## src/rtl/pll_lock_reset_gen.sv

```systemverilog
// rtl/pll_lock_reset_gen.sv - PLL lock supervision and ordered core/peripheral reset release
module pll_lock_reset_gen #(
    parameter int LOCK_STABLE_CYCLES  = 27000,
    parameter int RELEASE_GAP_CYCLES  = 64,
    parameter int LOCK_TIMEOUT_CYCLES = 270000,
    parameter int PLL_RST_CYCLES      = 27
) (
    input  logic       clkin,
    input  logic       rst,
    input  logic       locked,
    input  logic       clear_status,
    output logic       pll_reset,
    output logic       rst_core,
    output logic       rst_periph,
    output logic       ready,
    output logic [7:0] loss_count,
    output logic       lock_lost,
    output logic [3:0] retry_count
);

    localparam int MAX_AB     = (LOCK_STABLE_CYCLES > RELEASE_GAP_CYCLES) ? LOCK_STABLE_CYCLES : RELEASE_GAP_CYCLES;
    localparam int MAX_CD     = (LOCK_TIMEOUT_CYCLES > PLL_RST_CYCLES) ? LOCK_TIMEOUT_CYCLES : PLL_RST_CYCLES;
    localparam int MAX_CYCLES = (MAX_AB > MAX_CD) ? MAX_AB : MAX_CD;
    localparam int CW         = $clog2(MAX_CYCLES + 1);

    // Terminal counter values. The WAIT_LOCK cycle that first sees lock_s=1
    // already counts as the first stable cycle, so STABLE itself needs one fewer.
    localparam logic [CW-1:0] PLL_RST_LAST = CW'(PLL_RST_CYCLES - 1);
    localparam logic [CW-1:0] TIMEOUT_LAST = CW'(LOCK_TIMEOUT_CYCLES - 1);
    localparam logic [CW-1:0] STABLE_LAST  = CW'((LOCK_STABLE_CYCLES > 1) ? LOCK_STABLE_CYCLES - 2 : 0);
    localparam logic [CW-1:0] GAP_LAST     = CW'(RELEASE_GAP_CYCLES - 1);

    typedef enum logic [2:0] {
        ST_PLL_RST,
        ST_WAIT_LOCK,
        ST_STABLE,
        ST_REL_CORE,
        ST_RUN
    } state_t;

    state_t        state_q, state_d;
    logic [CW-1:0] cnt_q, cnt_d;
    logic          sync1_q, sync1_d;
    logic          lock_s_q, lock_s_d;
    logic          pll_reset_q, pll_reset_d;
    logic          rst_core_q, rst_core_d;
    logic          rst_periph_q, rst_periph_d;
    logic          ready_q, ready_d;
    logic [7:0]    loss_count_q, loss_count_d;
    logic          lock_lost_q, lock_lost_d;
    logic [3:0]    retry_count_q, retry_count_d;
    logic          loss_event;
    logic [7:0]    loss_base;

    // Two-flop synchronizer for the asynchronous PLL lock indication
    always_comb begin
        sync1_d  = locked;
        lock_s_d = sync1_q;
    end

    // Next-state, counter and registered-output computation
    always_comb begin
        state_d       = state_q;
        cnt_d         = cnt_q;
        pll_reset_d   = pll_reset_q;
        rst_core_d    = rst_core_q;
        rst_periph_d  = rst_periph_q;
        ready_d       = ready_q;
        loss_count_d  = loss_count_q;
        lock_lost_d   = lock_lost_q;
        retry_count_d = retry_count_q;
        loss_event    = 1'b0;
        loss_base     = clear_status ? 8'd0 : loss_count_q;

        if (clear_status) begin
            loss_count_d = 8'd0;
            lock_lost_d  = 1'b0;
        end

        case (state_q)
            ST_PLL_RST: begin
                pll_reset_d  = 1'b1;
                rst_core_d   = 1'b1;
                rst_periph_d = 1'b1;
                ready_d      = 1'b0;
                if (cnt_q == PLL_RST_LAST) begin
                    state_d     = ST_WAIT_LOCK;
                    cnt_d       = '0;
                    pll_reset_d = 1'b0;
                end else begin
                    cnt_d = cnt_q + 1'b1;
                end
            end
            ST_WAIT_LOCK: begin
                if (lock_s_q) begin
                    state_d = ST_STABLE;
                    cnt_d   = '0;
                end else if (cnt_q == TIMEOUT_LAST) begin
                    state_d       = ST_PLL_RST;
                    cnt_d         = '0;
                    pll_reset_d   = 1'b1;
                    retry_count_d = (retry_count_q == 4'hF) ? 4'hF : retry_count_q + 4'd1;
                end else begin
                    cnt_d = cnt_q + 1'b1;
                end
            end
            ST_STABLE: begin
                if (!lock_s_q) begin
                    state_d = ST_WAIT_LOCK;
                    cnt_d   = '0;
                end else if (cnt_q == STABLE_LAST) begin
                    state_d    = ST_REL_CORE;
                    cnt_d      = '0;
                    rst_core_d = 1'b0;
                end else begin
                    cnt_d = cnt_q + 1'b1;
                end
            end
            ST_REL_CORE: begin
                if (!lock_s_q) begin
                    loss_event = 1'b1;
                end else if (cnt_q == GAP_LAST) begin
                    state_d      = ST_RUN;
                    cnt_d        = '0;
                    rst_periph_d = 1'b0;
                    ready_d      = 1'b1;
                end else begin
                    cnt_d = cnt_q + 1'b1;
                end
            end
            ST_RUN: begin
                if (!lock_s_q) begin
                    loss_event = 1'b1;
                end
            end
            default: begin
                state_d = ST_PLL_RST;
                cnt_d   = '0;
            end
        endcase

        // A loss overrides a coincident clear: the count restarts at one
        if (loss_event) begin
            state_d      = ST_WAIT_LOCK;
            cnt_d        = '0;
            rst_core_d   = 1'b1;
            rst_periph_d = 1'b1;
            ready_d      = 1'b0;
            lock_lost_d  = 1'b1;
            loss_count_d = (loss_base == 8'hFF) ? 8'hFF : loss_base + 8'd1;
        end
    end

    // State, counter, synchronizer and output registers with asynchronous reset
    always_ff @(posedge clkin or posedge rst) begin
        if (rst) begin
            state_q       <= ST_PLL_RST;
            cnt_q         <= '0;
            sync1_q       <= 1'b0;
            lock_s_q      <= 1'b0;
            pll_reset_q   <= 1'b1;
            rst_core_q    <= 1'b1;
            rst_periph_q  <= 1'b1;
            ready_q       <= 1'b0;
            loss_count_q  <= 8'd0;
            lock_lost_q   <= 1'b0;
            retry_count_q <= 4'd0;
        end else begin
            state_q       <= state_d;
            cnt_q         <= cnt_d;
            sync1_q       <= sync1_d;
            lock_s_q      <= lock_s_d;
            pll_reset_q   <= pll_reset_d;
            rst_core_q    <= rst_core_d;
            rst_periph_q  <= rst_periph_d;
            ready_q       <= ready_d;
            loss_count_q  <= loss_count_d;
            lock_lost_q   <= lock_lost_d;
            retry_count_q <= retry_count_d;
        end
    end

    assign pll_reset   = pll_reset_q;
    assign rst_core    = rst_core_q;
    assign rst_periph  = rst_periph_q;
    assign ready       = ready_q;
    assign loss_count  = loss_count_q;
    assign lock_lost   = lock_lost_q;
    assign retry_count = retry_count_q;

endmodule

```

## config.mk

```make
export PLATFORM = sky130hd
export DESIGN_NAME = pll_lock_reset_gen
export DESIGN_NICKNAME = d
export VERILOG_FILES = /design/src/rtl/pll_lock_reset_gen.sv
export SDC_FILE = /design/constraint.sdc
export NUM_CORES = 1
export LEC_CHECK = 0
export CORE_MARGIN = 2
export CORE_UTILIZATION = 41
export DETAILED_ROUTE_END_ITERATION = 16
export PLACE_DENSITY = 0.62
export SYNTH_ARGS = -nofsm -noshare
export SYNTH_HDL_FRONTEND = slang
export SYNTH_SLANG_ARGS = --single-unit
```

## constraint.sdc

```tcl
create_clock -name clkin -period 2.5 [get_ports clkin]
set_input_delay 0.375 -clock clkin [delete_from_list [all_inputs] [get_ports clkin]]
set_output_delay 0.375 -clock clkin [all_outputs]
set_load 0.02 [all_outputs]
```

==> reports/results.ini <==
[outcome]
status = finished clean

[global_routing]
grt_usage_pct = 18.3
grt-ovfl-total = 0
first_global_vias = 1881
grt_antenna_before_repair = 0
grt_pass1_wl_um = 9110
grt_start_max_net_pins = 22

[sta]
slew_headroom_pct = 44.4
setup_ws_ns = 0.205
min_period_over_period_pct = 91.8
whs_ns = 0.353
min_period_ns = 2.29
drv_slew = 0
hold_viol_final = 0
tns_ns = 0
clock_skew_ns = 0.00582
setup_violations = 0
tightestPinTransition_ns = 0.829
rsz0062_at_grt = false
fmax_mhz = 436

[die]
initial_core_util_pct = 42.5
io_pins = 21
die_area_sq_um = 6330
die_w_um = 79.6
coreArea_sq_um = 5510
die_y_um = 79.6
rows = 27

[routing]
drt_first_pass_iters = 4
wl_per_cell_um = 14.3
vias = 2063
ant_nets = 0
drt_iter0_drc = 90
viasPerCell = 5.61
drc = 0
drt_wl_total_um = 5270

[setup_path]
arrival_ns = 2.45
worstPathMaxFanout = 14
crit_family = simple AND/OR/NAND/NOR gates
crit_buf_inv = 1
critPathKind = reg -> reg
crit_path_max_incr_delay_ns = 0.54
cp.required_ns = 2.66
cp.depth = 7
slowest_stage = or4_4
critPathLaunchType = flip-flop
worstRegToRegCells = 7
crit_chain = or3_1 > or4_4 > o21ai_2 > o211ai_4 > buf_4 > o2111ai_1 > o311ai_0
cp-end-kind = flip-flop

[pwr]
leakagePower_nw = 1.14
vdd_drop_max_v = 0.000311
power.density_nw_per_um2 = 638

[synth]
synthDistinctLibCells = 50
synth_warnings = 0
netlist_top_cells_area = dfrtp_1 41%, nand2_1 7.4%, dfstp_2 3.4%, nor2_1 3.0%, xnor2_1 3.0%
synth_edf_count = 0
synth_top_area_share_pct = 40.6
synth_top_cell_by_area = dfrtp_1
netlist_instances = 266
avgSynthCellArea_sq_um = 8.81
synth_area_sq_um = 2340
ys_seq_area_share_pct = 44.0
synth.net_count = 274
async_flop_share_pct = 100
synth_seq_cells = 41
synth_ff_type = dfrtp_1

[clock_tree]
postCtsSetupBuffers = 0
clock_latency_ns = 0.29
clk_pin_slew_ns = 0.08
cts.sinks = 41
holdBufCountCts = 0
cts-root-buf = clkbuf_8
cts_inserted_buffers = 5
cts.path.max_buffers = 2
htree_levels = 2
cts_tree = built
post_cts_resized = 0

[placement]
pre_cts_ws_ns = 0.226
dp.cells = 360
port_buffers = 20
hpwl_um = 3780
placed_cell_area_sq_um = 2710
gp_congestion = 0.805

[layout]
stdcell_area_sq_um = 2830
drive_gt1_share_pct = 12.5
syn_to_final_growth_pct = 20.9
final_cell_mix = 46 x nand2_1, 38 x dfrtp_1, 20 x clkdlybuf4s50_1, 19 x nor2_1, 13 x buf_4
diodes = 0
finalNonFillerCells = 368
final_common_cell = nand2_1
finalNetCount = 303

[hold_path]
min-delay-path-class = reg -> reg
holdPathStages = 0

[job]
cap_violations = 0

## where the power goes
part | leakage (nW) | internal, mW | switching [mW]
sequential | 0.549 | 0.708 | 0.0624
combinational | 0.536 | 0.188 | 0.289
clock | 0.0574 | 0.325 | 0.235
## synth_stat cells (2+ instances only)
library cell	number
dfstp_2	3
o21ai_1	9
and3_1	3
o211ai_1	6
nor2_1	19
xor2_1	3
o21ai_0	9
clkbuf_1	11
o311ai_0	6
nor2b_1	5
xnor2_1	8
and2_1	3
or2_2	3
o21a_1	2
a31oi_1	4
nand4_1	10
dfrtp_1	38
nand2b_1	2
or3_1	3
nand2_1	46
nor4_1	5
mux2i_1	2
a21oi_1	7
inv_1	8
or4_1	2
nand3_1	11
o2111ai_1	5
nor3_1	8
ha_1	4
## flip-flops by register name (all words and copies together) (netlist names)
name         flops
cnt_q           19
loss_count       8
retry_count      4
state_q          3
lock_lost        1
lock_s_d         1
lock_s_q         1
pll_reset        1
ready            1
rst_core         1
rst_periph       1
## area by class of cell
class                      count  area, sq um
multi-input combinational    204         1220
timing repair buffer          35          338
fill                         524         2670
sequential                    41         1030
clock inverter                 2         37.5
tap                           72         90.1
inverter                       8         30.0
clock buffer                   6         82.6
## metal layers
layer | wire [um] | share of wire (%) | global-route usage (%)
met1 | 2590 | 49 | 25.5
met2 | 2380 | 45 | 28.1
met3 | 198 | 3.8 | 3.73
met4 | 104 | 2.0 | 6.90
met5 | 0 | 0 | 0
## final timing paths
path	start	to	slack [ns]
max reg2reg	cnt_q[16]	cnt_q[12]	0.21
min reg2reg	lock_s_d	lock_s_q	0.35
max in group asynchronous	rst	rst_periph	1.46
max	cnt_q[16]	cnt_q[12]	0.21
min in group asynchronous	rst	cnt_q[0]	0.44
min	lock_s_d	lock_s_q	0.35
## through the flow
stage	total power [mW]	util [%]
after floorplan	1.08	-
after global placement	1.26	49.3
after detailed placement	1.26	49.3
after CTS	1.83	51.4
after global routing	1.91	51.4
final	1.81	51.4
## cells by family after synthesis
group | Yosys count | share of synthesized area [%]
AND/OR/NAND/NOR | 129 | 27.6
AO/OA/AOI/OAI | 57 | 17.1
flip-flops | 41 | 44.0
buffers and inverters | 21 | 3.74
XOR/XNOR | 11 | 4.11
adder cells (fa/ha/maj) | 4 | 2.14
multiplexers | 3 | 1.34
Note: power is estimated with default switching activity, not from simulation.
